[src/rtl/pp_pkg.sv]
// Shared definitions for the program sequencer.
// ALU operation codes, state encoding and the instruction word.
package pp_pkg;

    localparam logic [2:0] ALU_LD   = 3'b000;
    localparam logic [2:0] ALU_ADD  = 3'b001;
    localparam logic [2:0] ALU_SUB  = 3'b010;
    localparam logic [2:0] ALU_ST   = 3'b011;
    localparam logic [2:0] ALU_NOT  = 3'b100;
    localparam logic [2:0] ALU_AND  = 3'b101;
    localparam logic [2:0] ALU_HALT = 3'b111;

    typedef enum logic [2:0] {
        S_IDLE      = 3'd0,
        S_FETCH     = 3'd1,
        S_EXEC      = 3'd2,
        S_WAIT_STEP = 3'd3,
        S_HALT      = 3'd4
    } state_t;

    typedef struct packed {
        logic [3:0] reg_addr;
        logic [2:0] alu_code;
        logic       reg_ce;
        logic       cy_ce;
        logic       a_ce;
        logic       reset_cy;
    } instr_t;

    // Instruction counter increment that sticks at 255.
    function automatic logic [7:0] sat_inc8(input logic [7:0] v);
        return (v == 8'hFF) ? v : v + 8'd1;
    endfunction

endpackage

[src/rtl/pp_seq_if.sv]
// Program-store and datapath bus of the sequencer.
// master = sequencer, slave = program store plus datapath.
interface pp_seq_if #(
    parameter int ADDR_W = 5
);
    logic [ADDR_W-1:0] Addr;
    logic [3:0]        RomRegAddr;
    logic [2:0]        RomALUCode;
    logic              RomReg_CE;
    logic              RomCY_CE;
    logic              RomA_CE;
    logic              RomResetCY;
    logic [3:0]        RegAddr;
    logic [2:0]        ALUCode;
    logic              Reg_CE;
    logic              CY_CE;
    logic              A_CE;
    logic              ResetCY;

    modport master (
        output Addr,
        input  RomRegAddr, RomALUCode,
        input  RomReg_CE, RomCY_CE, RomA_CE, RomResetCY,
        output RegAddr, ALUCode,
        output Reg_CE, CY_CE, A_CE, ResetCY
    );

    modport slave (
        input  Addr,
        output RomRegAddr, RomALUCode,
        output RomReg_CE, RomCY_CE, RomA_CE, RomResetCY,
        input  RegAddr, ALUCode,
        input  Reg_CE, CY_CE, A_CE, ResetCY
    );

endinterface

[src/rtl/pp_seq.sv]
// Program sequencer: fetches from a combinational store and
// drives datapath enables for one cycle per instruction.
module pp_seq
    import pp_pkg::*;
#(
    parameter int         ADDR_W    = 5,
    parameter logic [2:0] HALT_CODE = ALU_HALT
) (
    input  logic        clk,
    input  logic        rst_n,
    input  logic        Start,
    input  logic        Abort,
    input  logic        Step_Mode,
    input  logic        Step,
    pp_seq_if.master    bus,
    output logic        Busy,
    output logic        Done,
    output logic [7:0]  InstrCount
);

    localparam logic [ADDR_W-1:0] PC_LAST = '1;

    state_t            state_q, state_d;
    logic [ADDR_W-1:0] pc_q, pc_d;
    instr_t            ir_q, ir_d;
    logic [7:0]        cnt_q, cnt_d;
    logic              busy_q, busy_d;
    logic              done_q, done_d;
    instr_t            rom_instr;
    logic              in_exec;

    assign rom_instr = '{
        reg_addr: bus.RomRegAddr,
        alu_code: bus.RomALUCode,
        reg_ce:   bus.RomReg_CE,
        cy_ce:    bus.RomCY_CE,
        a_ce:     bus.RomA_CE,
        reset_cy: bus.RomResetCY
    };

    // Next-state, PC, instruction register and counter update.
    always_comb begin
        state_d = state_q;
        pc_d    = pc_q;
        ir_d    = ir_q;
        cnt_d   = cnt_q;
        if (Abort) begin
            state_d = S_IDLE;
            pc_d    = '0;
        end else begin
            unique case (state_q)
                S_IDLE, S_HALT: begin
                    if (Start) begin
                        state_d = S_FETCH;
                        pc_d    = '0;
                        cnt_d   = '0;
                    end
                end
                S_FETCH: begin
                    if (bus.RomALUCode == HALT_CODE) begin
                        state_d = S_HALT;
                    end else begin
                        ir_d    = rom_instr;
                        state_d = S_EXEC;
                    end
                end
                S_EXEC: begin
                    cnt_d = sat_inc8(cnt_q);
                    if (pc_q == PC_LAST) begin
                        state_d = S_HALT;
                    end else begin
                        pc_d    = pc_q + 1'b1;
                        state_d = Step_Mode ? S_WAIT_STEP : S_FETCH;
                    end
                end
                S_WAIT_STEP: begin
                    if (Step || !Step_Mode) begin
                        state_d = S_FETCH;
                    end
                end
                default: begin
                    state_d = S_IDLE;
                end
            endcase
        end
        busy_d = (state_d == S_FETCH) ||
                 (state_d == S_EXEC) ||
                 (state_d == S_WAIT_STEP);
        done_d = (state_d == S_HALT);
    end

    // State and status registers, cleared asynchronously.
    always_ff @(posedge clk or negedge rst_n) begin
        if (!rst_n) begin
            state_q <= S_IDLE;
            pc_q    <= '0;
            ir_q    <= '0;
            cnt_q   <= '0;
            busy_q  <= 1'b0;
            done_q  <= 1'b0;
        end else begin
            state_q <= state_d;
            pc_q    <= pc_d;
            ir_q    <= ir_d;
            cnt_q   <= cnt_d;
            busy_q  <= busy_d;
            done_q  <= done_d;
        end
    end

    // Enables come straight from flops, so reset kills them at once;
    // Abort is the only input allowed to gate them combinationally.
    assign in_exec = (state_q == S_EXEC);

    assign bus.Addr    = pc_q;
    assign bus.RegAddr = in_exec ? ir_q.reg_addr : 4'b0000;
    assign bus.ALUCode = in_exec ? ir_q.alu_code : 3'b000;
    assign bus.Reg_CE  = in_exec & ir_q.reg_ce   & ~Abort;
    assign bus.CY_CE   = in_exec & ir_q.cy_ce    & ~Abort;
    assign bus.A_CE    = in_exec & ir_q.a_ce     & ~Abort;
    assign bus.ResetCY = in_exec & ir_q.reset_cy & ~Abort;

    assign Busy       = busy_q;
    assign Done       = done_q;
    assign InstrCount = cnt_q;

endmodule

[src/flat_wrapper.sv]
// flat-port wrapper written by rule: the top's interface ports become plain ports
module pp_seq_flat import pp_pkg::*;
#(
    parameter int         ADDR_W    = 5,
    parameter logic [2:0] HALT_CODE = ALU_HALT
)
  (clk, rst_n, Start, Abort, Step_Mode, Step, Busy, Done, InstrCount, bus_Addr, bus_RomRegAddr, bus_RomALUCode, bus_RomReg_CE, bus_RomCY_CE, bus_RomA_CE, bus_RomResetCY, bus_RegAddr, bus_ALUCode, bus_Reg_CE, bus_CY_CE, bus_A_CE, bus_ResetCY);
  pp_seq_if #(.ADDR_W(ADDR_W)) bus_i ();
  input  logic clk;
  input  logic rst_n;
  input  logic Start;
  input  logic Abort;
  input  logic Step_Mode;
  input  logic Step;
  output logic Busy;
  output logic Done;
  output logic [7:0] InstrCount;
  output wire logic [$bits(bus_i.Addr)-1:0] bus_Addr;
  input wire logic [$bits(bus_i.RomRegAddr)-1:0] bus_RomRegAddr;
  input wire logic [$bits(bus_i.RomALUCode)-1:0] bus_RomALUCode;
  input wire logic [$bits(bus_i.RomReg_CE)-1:0] bus_RomReg_CE;
  input wire logic [$bits(bus_i.RomCY_CE)-1:0] bus_RomCY_CE;
  input wire logic [$bits(bus_i.RomA_CE)-1:0] bus_RomA_CE;
  input wire logic [$bits(bus_i.RomResetCY)-1:0] bus_RomResetCY;
  output wire logic [$bits(bus_i.RegAddr)-1:0] bus_RegAddr;
  output wire logic [$bits(bus_i.ALUCode)-1:0] bus_ALUCode;
  output wire logic [$bits(bus_i.Reg_CE)-1:0] bus_Reg_CE;
  output wire logic [$bits(bus_i.CY_CE)-1:0] bus_CY_CE;
  output wire logic [$bits(bus_i.A_CE)-1:0] bus_A_CE;
  output wire logic [$bits(bus_i.ResetCY)-1:0] bus_ResetCY;
  assign bus_Addr = bus_i.Addr;
  assign bus_i.RomRegAddr = bus_RomRegAddr;
  assign bus_i.RomALUCode = bus_RomALUCode;
  assign bus_i.RomReg_CE = bus_RomReg_CE;
  assign bus_i.RomCY_CE = bus_RomCY_CE;
  assign bus_i.RomA_CE = bus_RomA_CE;
  assign bus_i.RomResetCY = bus_RomResetCY;
  assign bus_RegAddr = bus_i.RegAddr;
  assign bus_ALUCode = bus_i.ALUCode;
  assign bus_Reg_CE = bus_i.Reg_CE;
  assign bus_CY_CE = bus_i.CY_CE;
  assign bus_A_CE = bus_i.A_CE;
  assign bus_ResetCY = bus_i.ResetCY;
  pp_seq #(.ADDR_W(ADDR_W), .HALT_CODE(HALT_CODE)) u_core (.clk(clk), .rst_n(rst_n), .Start(Start), .Abort(Abort), .Step_Mode(Step_Mode), .Step(Step), .bus(bus_i), .Busy(Busy), .Done(Done), .InstrCount(InstrCount));
endmodule
[config.mk]
export PLATFORM = sky130hd
export DESIGN_NAME = pp_seq_flat
export DESIGN_NICKNAME = d
export VERILOG_FILES = /design/src/rtl/pp_pkg.sv /design/src/rtl/pp_seq_if.sv /design/src/rtl/pp_seq.sv /design/src/flat_wrapper.sv
export SDC_FILE = /design/constraint.sdc
export NUM_CORES = 1
export LEC_CHECK = 0
export ABC_AREA = 0
export CORE_MARGIN = 4
export CORE_UTILIZATION = 55
export DETAILED_ROUTE_END_ITERATION = 10
export DONT_BUFFER_PORTS = 1
export GPL_TIMING_DRIVEN = 0
export HOLD_SLACK_MARGIN = 0.12
export PLACE_DENSITY = 0.82
export RECOVER_POWER = 25
export SLEW_MARGIN = 0
export SYNTH_ARGS = -nofsm -noshare
export SYNTH_HDL_FRONTEND = slang
export SYNTH_SLANG_ARGS = --single-unit
[constraint.sdc]
create_clock -name clk -period 2 [get_ports clk]
set_input_delay 0.2 -clock clk [delete_from_list [all_inputs] [get_ports clk]]
set_output_delay 0.2 -clock clk [all_outputs]
set_load 0.1 [all_outputs]
* Word level (Yosys, flattened, before mapping)
Cells that the tools add are included.
** Storage, ports and cells
- Bits in registers :: 29
- Output and inout port bits :: 26
** Operators by class
- Bitwise logic cells :: 10
- Eq/ne operators :: 15
- Mux-type cells :: 16
- $add $sub $neg :: 2
- Reductions and logical operators :: 11
** Operator list (number)
- 3-bit 2-to-1 mux :: 6
- 8-bit 2-to-1 mux :: 2
- 8-bit one-hot mux with 2 select lines :: 1
- 5-bit 2-to-1 mux :: 3
- 3-bit by 2-bit == test with 1-bit output (second input constant) :: 4
- 3-bit one-hot mux with 4 select lines :: 1
- 5-bit one-hot mux with 2 select lines :: 1
- 3-bit == test (second input constant) :: 3
- 8-bit by 1-bit adder with 8-bit output (second input constant) :: 1
- 1-bit bitwise AND :: 8
- 8-bit == test (second input constant) :: 1
- 3-bit by 1-bit == test with 1-bit output (second input constant) :: 2
- 3-bit != test (second input constant) :: 2
- 3-bit AND reduction :: 2
- 5-bit by 1-bit adder with 5-bit output (second input constant) :: 1
- 5-bit == test (second input constant) :: 1
- 4-bit 2-to-1 mux :: 1
- 2-bit != test (second input constant) :: 2
- 4-bit AND reduction :: 1
- 3-bit logical NOT :: 1
- 1-bit logical OR :: 3
- 3-bit nonzero test :: 1
- 2-bit 2-to-1 mux :: 1
- 1-bit NOT :: 2
- 3 further kinds :: 3

* Longest topological paths before layout
Gate-level depths: netlist of run 1.
- Word-level depth :: 8
- Gate-level depth with buffers :: 7
- Gate-level depth less buffers :: 7

* Worst setup path after synthesis of run 1
Ideal clock, no wire load.
- Path kind :: register to register
- From :: register u_core.pc_q[0], in the netlist u_core.bus.Addr[0]
- To :: register u_core.pc_q[2], in the netlist u_core.bus.Addr[2]
- Cell stages (with the launch flop) :: 8
- Path slack :: -0.651 ns
- Path buffers :: 0
- Data arrival time :: 2.581 ns
- Data required time :: 1.931 ns
- Path through :: dfrtp_1 -> ha_1 -> and3_1 -> ha_1 -> nor4b_1 -> nor3_1 -> or4b_1 -> nand2_1
** Between the ends
- Cells in the longest elaborated chain, start to end :: 4
- Elaborated cells on any way between the ends :: 7
** RTL lines
- start: declaration :: RTL line pp_seq.sv:24 : logic [ADDR_W-1:0] pc_q, pc_d;
- start signal: assignment :: RTL line pp_seq.sv:103 : pc_q <= pc_d;
- 5-bit by 1-bit adder with 5-bit output :: RTL line pp_seq.sv:72 : pc_d = pc_q + 1'b1;
- 5-bit 2-to-1 mux :: RTL line pp_seq.sv:69 : if (pc_q == PC_LAST) begin
- 5-bit one-hot mux with 2 select lines :: RTL line pp_seq.sv:51 : unique case (state_q)
- 5-bit 2-to-1 mux :: RTL line pp_seq.sv:47 : if (Abort) begin
Parallel ways exist; a longest one is shown, timed or not. The select of a mux whose other input is x is not followed.
A chain may end at the register's enable or synchronous reset.

* Final worst setup path of run 1
- From :: register u_core.pc_q[1], in the netlist u_core.bus.Addr[1]
- To :: register u_core.pc_q[2], in the netlist u_core.bus.Addr[2]
Same word-level chain as after synthesis.

==> results of run 1 <==
[flip-flops by register name, indices dropped and copies added, names as in the netlist]
signal	cells
u_core.InstrCount	8
u_core.Busy	1
u_core.state_q	3
u_core.ir_q	11
u_core.Done	1
u_core.bus.Addr	5
[synthesized netlist by cell type, types with 3 or more instances]
master    number
ha_1           4
a31oi_1        3
and3_1         3
nor2_1         7
inv_1          3
o21ai_0        5
and2_1        12
mux2i_1        3
mux2_2        11
a21oi_1        3
nand3_1        5
dfrtp_1       29
nor3_1         5
nand2_1       10
nand2b_1       3
buf_2          4
[cell type report]
class,count,area [um2],share of cell area (%)
buffer,7,60.06,2.961
clock buffer,7,55.05,2.714
clock inverter,1,30.03,1.481
inverter,3,11.26,0.5552
multi-input combinational,101,857.1,42.26
sequential,29,752.0,37.08
tap,30,37.54,1.851
timing repair buffer,26,225.2,11.10
[tightest hold or removal path: stages]
cell     delay, ns
or3b_2        0.09
a21o_1        0.11
a21oi_2       0.06
[logic make-up after synthesis]
kind of cell             Yosys count
flip-flops                        29
adder cells (fa/ha/maj)            4
AND/OR/NAND/NOR                   59
AO/OA/AOI/OAI                     23
multiplexers                      14
XOR/XNOR                           1
buffers and inverters             10
[timing repair]
item                                    in CTS  in global routing
resized for setup                           30                  8
endpoints found under the hold margin       40                  0
buffers inserted                             8                  5
hold buffers                                13                  0
cloned                                       0                  0
pin swaps                                   10                  6
endpoints found under the setup margin      26                 27
[through the flow]
| step | util [%] | hold WS, ns | worst slack (ns) |
|---|---|---|---|
| 2_1_floorplan | - | -0.09559 | -0.1754 |
| 3_3_place_gp | 63.67 | -0.09477 | -0.2293 |
| 5_1_grt | 79.70 | 0.1749 | -0.3404 |
| 6_report | 79.70 | 0.1608 | -0.2604 |
| 3_5_place_dp | 63.67 | -0.09465 | -0.2808 |
| 4_1_cts | 77.93 | 0.1599 | -0.1903 |
[power groups by stage]
stage	Clock, uW	Combinational [uW]	Sequential, uW
after floorplan	0	234	792
after global placement	0	251	802
after detailed placement	0	263	811
after CTS	506	327	808
after global routing	539	356	822
final	519	331	809
[final timing paths]
path	start	endpoint	slack, ns
setup / recovery	u_core.bus.Addr[1]	u_core.bus.Addr[2]	-0.26
hold / removal	Start	u_core.state_q[2]	0.16
setup reg to reg	u_core.bus.Addr[1]	u_core.bus.Addr[2]	-0.26
hold reg to reg	u_core.ir_q[1]	u_core.ir_q[1]	0.51
max in group asynchronous	rst_n	u_core.bus.Addr[0]	0.20
min in group asynchronous	rst_n	u_core.bus.Addr[1]	0.74
[cell usage in the layout (no fill, tap or decap), types with 3 or more instances in the layout]
cell type and count:
dlygate4sd3_1 12, nor3_1 3, mux2i_1 3, dfrtp_1 16
dfrtp_2 9, o21ai_0 4, dfrtp_4 4, a31oi_1 3
nand2b_1 3, nand2_1 10, buf_2 3, nor2_1 7
nand3_1 5, inv_1 3, ha_4 3, mux2_2 11
buf_4 12, and2_4 11, clkbuf_4 6, buf_6 3
[routing by layer]
layer / wire [um] / vias to the layer above / share of wire (%)
li1: - / 564 / -
met1: 1426 / 587 / 37
met2: 1965 / 55 / 52
met3: 318 / 15 / 8.3
met4: 103 / 0 / 2.7
met5: 0 / - / 0
==> flow_summary.json, run 1 <==
{
  "cts_tree": "done",
  "cts_buffer_depth": 2,
  "rr_worst_depth": 7,
  "gr-usage-met3_pct": 11.66,
  "synthXorXnorAreaFrac_pct": 0.5838,
  "switching_share_pct": 32.45,
  "crit_top_cell": "ha_4",
  "syn_to_final_growth_pct": 35.20,
  "grt_util_met2_pct": 40.28,
  "period_share_pct": 113.0,
  "clock_power_share_pct": 31.3,
  "ir_drop_v": 0.0007688,
  "setup_slack_ns": -0.2604,
  "synth_compound_area_share_pct": 10.18,
  "hold_path_class": "in -> reg",
  "ys_ff_latch": 29,
  "grt-busiest-layer": "met2",
  "syn_inst": 140,
  "rsz0062_at_grt": "yes",
  "drc": 0,
  "gp_congestion": 0.7595,
  "required_ns": 2.28,
  "crit_path_start_kind": "flip-flop",
  "fillers": 151,
  "synthAdderAreaFrac_pct": 3.336,
  "violations": "setup timing",
  "fin_worst_skew_ns": 0.01526,
  "finalNonFillerCells": 204,
  "clkLatencyLatePin_ns": 0.34,
  "vias": 1221,
  "cts.clk_slew.worst_paths_ns": 0.11,
  "rows": 18,
  "endpoint_kind": "flip-flop",
  "p_comb_share_pct": 19.9,
  "final_layout_size_suffix_gt1_share_pct": 46.55,
  "track_usage_pct": 23.09,
  "ios": 43,
  "netlist_area_um2": 1500,
  "hold_violations": 0,
  "met1_usage_pct": 24.18,
  "antenna_found_initial": 0,
  "ys_warn_count": 0,
  "port_buffers": 0,
  "core_um2": 2545,
  "yosysSeqAreaShare_pct": 48.37,
  "synthMuxAreaShare_pct": 10.26,
  "dieArea_um2": 3627,
  "dpl_cell_area_um2": 1620,
  "ant_nets": 0,
  "critical_path_depth": 7,
  "drt-total-wl_um": 3813,
  "gr-total-overflow": 0,
  "max_freq_ghz": 0.4424,
  "async_flop_share_pct": 100.0,
  "synth_top_area_cell": "dfrtp_1",
  "p_sw_uw": 538.0,
  "pwr_density_cell_nw_per_um2": 817.5,
  "drtIter0Drc": 31,
  "dp.cells": 170,
  "cp_top_family": "simple AND/OR/NAND/NOR gates",
  "critPathKind": "reg -> reg",
  "drv_slew": 0,
  "synth_cell_types": 41,
  "die-height_um": 60.23,
  "synth_top_cell_area_share_pct": 48.37,
  "post-dp-hpwl_um": 2336,
  "synth-edff-count": 0,
  "synth_top_family_by_area": "simple AND/OR/NAND/NOR gates",
  "cp_max_fo": 4,
  "ctsRootBufferMaster": "clkbuf_4",
  "synthTopCellsByArea": "dfrtp_1 48%, mux2_2 8.3%, and2_1 5.0%",
  "fin_area_um2": 2028,
  "avgSynthCellArea_um2": 10.72,
  "arrival_ns": 2.54,
  "start_util_pct": 58.95,
  "outcome": "finished, violations left",
  "seqPwrFrac_pct": 48.8,
  "wl_per_cell_um": 18.69,
  "p_leak_uw": 0.0008476,
  "cts.sinks": 29,
  "final.min_clock_period_ns": 2.260,
  "internal_power_uw": 1120,
  "ys.flop_type": "dfrtp_1",
  "dr.pass1.iters": 4,
  "syn-num-nets": 161,
  "layout.nets": 194,
  "worst_hold_path.num_cells": 3,
  "numCtsBuffers": 5,
  "cpMaxStageDelayCell": "dfrtp_4",
  "worstMarginPinSlew_ns": 1.490,
  "max_slew_margin_pct": 0.6839,
  "grt_pass1_wl_um": 6051,
  "cap_violations": 0,
  "synth_simple_gate_area_share_pct": 23.44,
  "crit_chain": "ha_4 -> and3_4 -> ha_4 -> nor4b_4 -> nor3_4 -> or4b_1 -> nand2_1",
  "die_x_um": 60.23,
  "crit_path_max_incr_delay_ns": 0.65,
  "power.total_uw": 1658,
  "grt_pass1_vias": 1295,
  "antennaDiodeCount": 0,
  "grt_max_degree": 30,
  "worst-path-buf-inv": 0,
  "htreeDepth": 2,
  "vias_per_cell": 5.985,
  "setup_tns_ns": -1.405,
  "setup_viol": 8
}
No activity file was read; power rests on OpenSTA's default activity.
==> inputs of run 2 (changes only) <==
--- a/config.mk
+++ b/config.mk
@@ -9,3 +9,3 @@
 export CORE_MARGIN = 4
-export CORE_UTILIZATION = 55
+export CORE_UTILIZATION = 65
 export DETAILED_ROUTE_END_ITERATION = 10
@@ -14,3 +14,3 @@
 export HOLD_SLACK_MARGIN = 0.12
-export PLACE_DENSITY = 0.82
+export PLACE_DENSITY = 0.9
 export RECOVER_POWER = 25
==> constraint.sdc (replaced) <==
create_clock -name clk -period 2.7 [get_ports clk]
set_input_delay 0.54 -clock clk [delete_from_list [all_inputs] [get_ports clk]]
set_output_delay 0.54 -clock clk [all_outputs]
set_load 0.1 [all_outputs]
==> run 2 against run 1 <==
  * The flow finishes with violations (capacitance limit)
  * Sequential cell count stayed put
  * Global-route usage is 2.0 points lower
  * Count of clock-buffer cells in the layout stayed put
  * Non-clock buffer count is 24 lower
  * Wire length is 18% lower
  * Cell area is 18% lower
  * Worst hold slack better by 0.20 ns
  * Clock power is 43% lower
  * Utilization is 4.2 points lower
  * Largest cell class unchanged
  * Highest routed layer unchanged
==> flow_summary.json, run 2 (synthesis results as in run 1) <==
{
  "outcome": "finished, violations left",
  "violations": "capacitance limit",
  "dr.pass1.iters": 4,
  "period_share_pct": 95.10,
  "dieArea_um2": 3140,
  "worst-path-buf-inv": 1,
  "vias": 1083,
  "ir_drop_v": 0.0005870,
  "cts.sinks": 29,
  "switching_share_pct": 33.30,
  "ant_nets": 0,
  "numCtsBuffers": 5,
  "gp_congestion": 0.7637,
  "setup_tns_ns": 0,
  "cp_max_fo": 10,
  "crit_path_start_kind": "flip-flop",
  "core_um2": 2212,
  "max_slew_margin_pct": 0.3795,
  "cpMaxStageDelayCell": "and2_2",
  "top_register": "u_core.ir_q",
  "endpoint_kind": "output port",
  "antenna_found_initial": 0,
  "final_cell_mix": "25 x dfrtp_1, 11 x mux2_2, 10 x nand2_1",
  "final_layout_size_suffix_gt1_share_pct": 32.67,
  "ctsRootBufferMaster": "clkbuf_4",
  "die_x_um": 56.04,
  "internal_power_uw": 729.8,
  "required_ns": 2.16,
  "track_usage_pct": 21.12,
  "largest_reg_flops": 11,
  "grt_pass1_wl_um": 5147,
  "drtIter0Drc": 32,
  "gr-total-overflow": 0,
  "worstMarginPinSlew_ns": 1.494,
  "cts_tree": "done",
  "seqPwrFrac_pct": 54.2,
  "setup_slack_ns": 0.1323,
  "crit_chain": "buf_6 -> nor4b_4 -> and2_2",
  "arrival_ns": 2.03,
  "final_common_cell": "dfrtp_1",
  "cp_top_family": "simple AND/OR/NAND/NOR gates",
  "fin_worst_skew_ns": 0.01315,
  "vias_per_cell": 6.084,
  "wl_per_cell_um": 17.47,
  "ios": 43,
  "max_freq_ghz": 0.3895,
  "fin_hold_ws_ns": 0.3608,
  "p_leak_uw": 0.0007381,
  "rows": 17,
  "cts_buffer_depth": 2,
  "final.min_clock_period_ns": 2.568,
  "power.total_uw": 1094,
  "hold_path_class": "in -> reg",
  "preCtsSetupSlack_ns": -0.1868,
  "htreeDepth": 2,
  "rsz0062_at_grt": "no",
  "grt_pass1_vias": 1085,
  "crit_path_max_incr_delay_ns": 0.59,
  "cts.clk_slew.worst_paths_ns": 0.10,
  "finalNonFillerCells": 178,
  "syn_to_final_growth_pct": 11.34,
  "grt_max_degree": 30,
  "clkLatencyLatePin_ns": 0.32,
  "clock_power_share_pct": 27.3,
  "cts_setup_buffers": 0,
  "pwr_density_cell_nw_per_um2": 655.1,
  "p_comb_share_pct": 18.5,
  "p_sw_uw": 364.3,
  "drv_slew": 0,
  "drc": 0,
  "antennaDiodeCount": 0,
  "start_util_pct": 67.82,
  "drt-total-wl_um": 3109,
  "dp.cells": 168,
  "setup_viol": 0,
  "port_buffers": 0,
  "critPathKind": "reg -> out",
  "post-dp-hpwl_um": 2222,
  "layout.nets": 170,
  "cap_violations": 1,
  "die-height_um": 56.04,
  "hold_violations": 0
}
==> run 2: cell count changes in the layout (fill, tap and decap cells not counted), moves of 2 or more <==
cell,change
ha_1,+3
dlygate4sd3_1,-11
nor3_1,+2
ha_4,-3
and2_4,-4
buf_4,-12
dfrtp_1,+9
dfrtp_4,-2
and2_2,+4
dfrtp_2,-7
==> run 2: power groups by stage <==
stage	combinational [uW]	sequential [uW]	clock, uW
2_1_floorplan	166	585	0
6_report	203	593	298
3_5_place_dp	185	597	0
3_3_place_gp	179	592	0
4_1_cts	207	591	303
5_1_grt	222	601	323
==> run 2: layout make-up <==
class	count	area, um2
buffer	7	47.55
clock buffer	7	65.06
clock inverter	1	5.005
fill	161	541.8
inverter	3	11.26
multi-input combinational	101	757.0
sequential	29	735.7
tap	28	35.03
timing repair buffer	2	13.76
==> run 2: worst reg2reg max path, stage by stage, from the launching register on <==
cell	delay [ns]
dfrtp_4	0.64
ha_1	0.29
and3_1	0.21
ha_1	0.21
nor4b_2	0.27
nor3_1	0.19
or4b_1	0.53
nand2_1	0.07
==> run 2: repair_timing <==
action | in CTS | in global routing
resized for setup | 22 | 6
setup endpoints to repair | 13 | 9
hold buffers | 2 | 0
hold endpoints to repair | 29 | 0
==> run 2: path summary, 6_finish.rpt <==
kind	from	end	slack [ns]	cells past startpoint
worst max-delay path	u_core.state_q[0]	bus_Reg_CE	0.13	3
worst min-delay path	bus_RomRegAddr[0]	u_core.ir_q[7]	0.36	1
worst max register to register	u_core.bus.Addr[0]	u_core.bus.Addr[2]	0.25	7
worst min register to register	u_core.ir_q[8]	u_core.ir_q[8]	0.51	1
max in group asynchronous	rst_n	u_core.bus.Addr[1]	0.51	2
min in group asynchronous	rst_n	u_core.InstrCount[2]	1.13	2
==> run 2: stage by stage <==
step           util (%)  cell area (um2)
3_5_place_dp      69.40             1535
3_3_place_gp      69.40             1535
6_report          75.51             1670
4_1_cts           75.51             1670
2_1_floorplan         -             1500
5_1_grt           75.51             1670
==> run 2: routing by layer <==
metal  share of wire (%)  routed length [um]  up-vias  track usage, %
li1                    -                   -      514               -
met1                  41                1263      528           24.96
met2                  52                1602       33           34.56
met3                 6.0                 185        8           8.353
met4                 1.8                  57        0           7.797
met5                   0                   0        -               0
==> inputs of run 3 (changes only) <==
Settings changed: MAX_ROUTING_LAYER set to met4, SKIP_LAST_GASP set to 1.
==> run 3 against run 2 <==
  * Register-to-register slack about the same
  * Utilization unchanged
  * Critical path depth unchanged
  * Sequential share of layout area unchanged
  * Fmax down 0.13%
  * The flow still finishes with violations (capacitance limit)
  * Largest cell class unchanged
  * Cell count unchanged
  * Largest power group unchanged
  * Global-route usage up 0.74 points
==> flow_summary.json, run 3 (synthesis results as in run 1) <==
{
  "crit_path_start_kind": "flip-flop",
  "hold_path_class": "in -> reg",
  "gr-total-overflow": 0,
  "grt_max_degree": 30,
  "required_ns": 2.16,
  "numCtsBuffers": 5,
  "clock_power_share_pct": 27.3,
  "port_buffers": 0,
  "vias_per_cell": 6.034,
  "drc": 0,
  "cts_setup_buffers": 0,
  "rsz0062_at_grt": "no",
  "hold_violations": 0,
  "drt-total-wl_um": 3118,
  "switching_share_pct": 33.36,
  "final_common_cell": "dfrtp_1",
  "ios": 43,
  "critPathKind": "reg -> out",
  "violations": "capacitance limit",
  "ir_drop_v": 0.0005883,
  "period_share_pct": 95.22,
  "internal_power_uw": 729.8,
  "antenna_found_initial": 0,
  "grt_pass1_wl_um": 5154,
  "clkLatencyLatePin_ns": 0.32,
  "outcome": "finished, violations left",
  "final_layout_size_suffix_gt1_share_pct": 32.67,
  "syn_to_final_growth_pct": 11.34,
  "grt_pass1_vias": 1087,
  "max_slew_margin_pct": 0.2215,
  "p_leak_uw": 0.0007381,
  "gp_congestion": 0.7738,
  "finalNonFillerCells": 178,
  "max_freq_ghz": 0.3890,
  "cts.sinks": 29,
  "drv_slew": 0,
  "wl_per_cell_um": 17.52,
  "setup_viol": 0,
  "pwr_density_cell_nw_per_um2": 655.7,
  "fin_worst_skew_ns": 0.01212,
  "top_register": "u_core.ir_q",
  "seqPwrFrac_pct": 54.1,
  "setup_tns_ns": 0,
  "post-dp-hpwl_um": 2222,
  "crit_path_max_incr_delay_ns": 0.59,
  "dr.pass1.iters": 4,
  "worstMarginPinSlew_ns": 1.497,
  "cp_max_fo": 10,
  "antennaDiodeCount": 0,
  "final.min_clock_period_ns": 2.571,
  "vias": 1074,
  "cts_tree": "done",
  "p_comb_share_pct": 18.5,
  "layout.nets": 170,
  "die_x_um": 56.04,
  "rows": 17,
  "ctsRootBufferMaster": "clkbuf_4",
  "fillers": 161,
  "drtIter0Drc": 35,
  "endpoint_kind": "output port",
  "cpMaxStageDelayCell": "and2_2",
  "cts.clk_slew.worst_paths_ns": 0.10,
  "track_usage_pct": 21.87,
  "die-height_um": 56.04,
  "arrival_ns": 2.03,
  "htreeDepth": 2,
  "core_um2": 2212,
  "cts_buffer_depth": 2,
  "dp.cells": 168,
  "dieArea_um2": 3140,
  "final_cell_mix": "25 x dfrtp_1, 11 x mux2_2, 10 x nand2_1",
  "p_sw_uw": 365.4,
  "start_util_pct": 67.82,
  "cap_violations": 1,
  "crit_chain": "buf_6 -> nor4b_4 -> and2_2",
  "ant_nets": 0,
  "largest_reg_flops": 11
}
run 3: cell counts in the layout (fill, tap and decap cells not counted):
Identical to the previous run, type by type.
run 3: per-layer routing:
layer	vias to the layer above	global-route usage [%]	share of wire, %
met4	0	7.797	1.9
met2	28	34.56	51
met1	524	25.41	41
li1	514	-	-
met5	-	-	0
met3	8	8.353	5.7
run 3: cell type report:
cell class | count | area [um2] | area share, %
multi-input cells | 101 | 757.0 | 45.32
plain buffers | 7 | 47.55 | 2.846
clock inverters | 1 | 5.005 | 0.2996
well taps | 28 | 35.03 | 2.097
flip-flops and latches | 29 | 735.7 | 44.05
clock buffers | 7 | 65.06 | 3.895
repair buffers | 2 | 13.76 | 0.8240
inverters | 3 | 11.26 | 0.6742
run 3: critical path: cells and delay by family (launching register included):
| kind | cells | cell delay, ns |
|---|---|---|
| buffers and inverters | 1 | 0.15 |
| AND/OR/NAND/NOR | 2 | 1.17 |
| flip-flops | 1 | 0.39 |
run 3: stage by stage:
stage	utilization (%)	power (uW)	worst slack, ns	hold WS (ns)	cell area [um2]
CTS	75.51	1101	0.07352	0.3551	1670
global placement	69.40	770.5	-0.1499	0.2451	1535
detailed placement	69.40	782.6	-0.1868	0.2451	1535
floorplan	-	751.5	0.04939	0.2444	1500
finish	75.51	1095	0.1290	0.3616	1670
global route	75.51	1147	0.04962	0.3396	1670
run 3: what timing repair did:
item	in CTS	in global routing
cloned	0	0
setup endpoints to repair	13	9
endpoints found under the hold margin	29	0
resized for setup	22	6
hold buffers	2	0
run 3: power groups by stage:
stage               Combinational [uW]  Clock (uW)  Sequential [uW]
finish                             203         299              593
global placement                   179           0              592
CTS                                207         303              591
global route                       222         325              601
detailed placement                 185           0              597
floorplan                          166           0              585
run 3: worst paths after layout:
| check | start | slack, ns | cells after the start | to |
|---|---|---|---|---|
| min in group asynchronous | rst_n | 1.13 | 2 | u_core.InstrCount[2] |
| setup / recovery | u_core.state_q[0] | 0.13 | 3 | bus_Reg_CE |
| hold reg to reg | u_core.ir_q[10] | 0.51 | 1 | u_core.ir_q[10] |
| hold / removal | bus_RomRegAddr[0] | 0.36 | 1 | u_core.ir_q[7] |
| max in group asynchronous | rst_n | 0.51 | 2 | u_core.bus.Addr[1] |
| setup reg to reg | u_core.bus.Addr[0] | 0.25 | 7 | u_core.bus.Addr[2] |
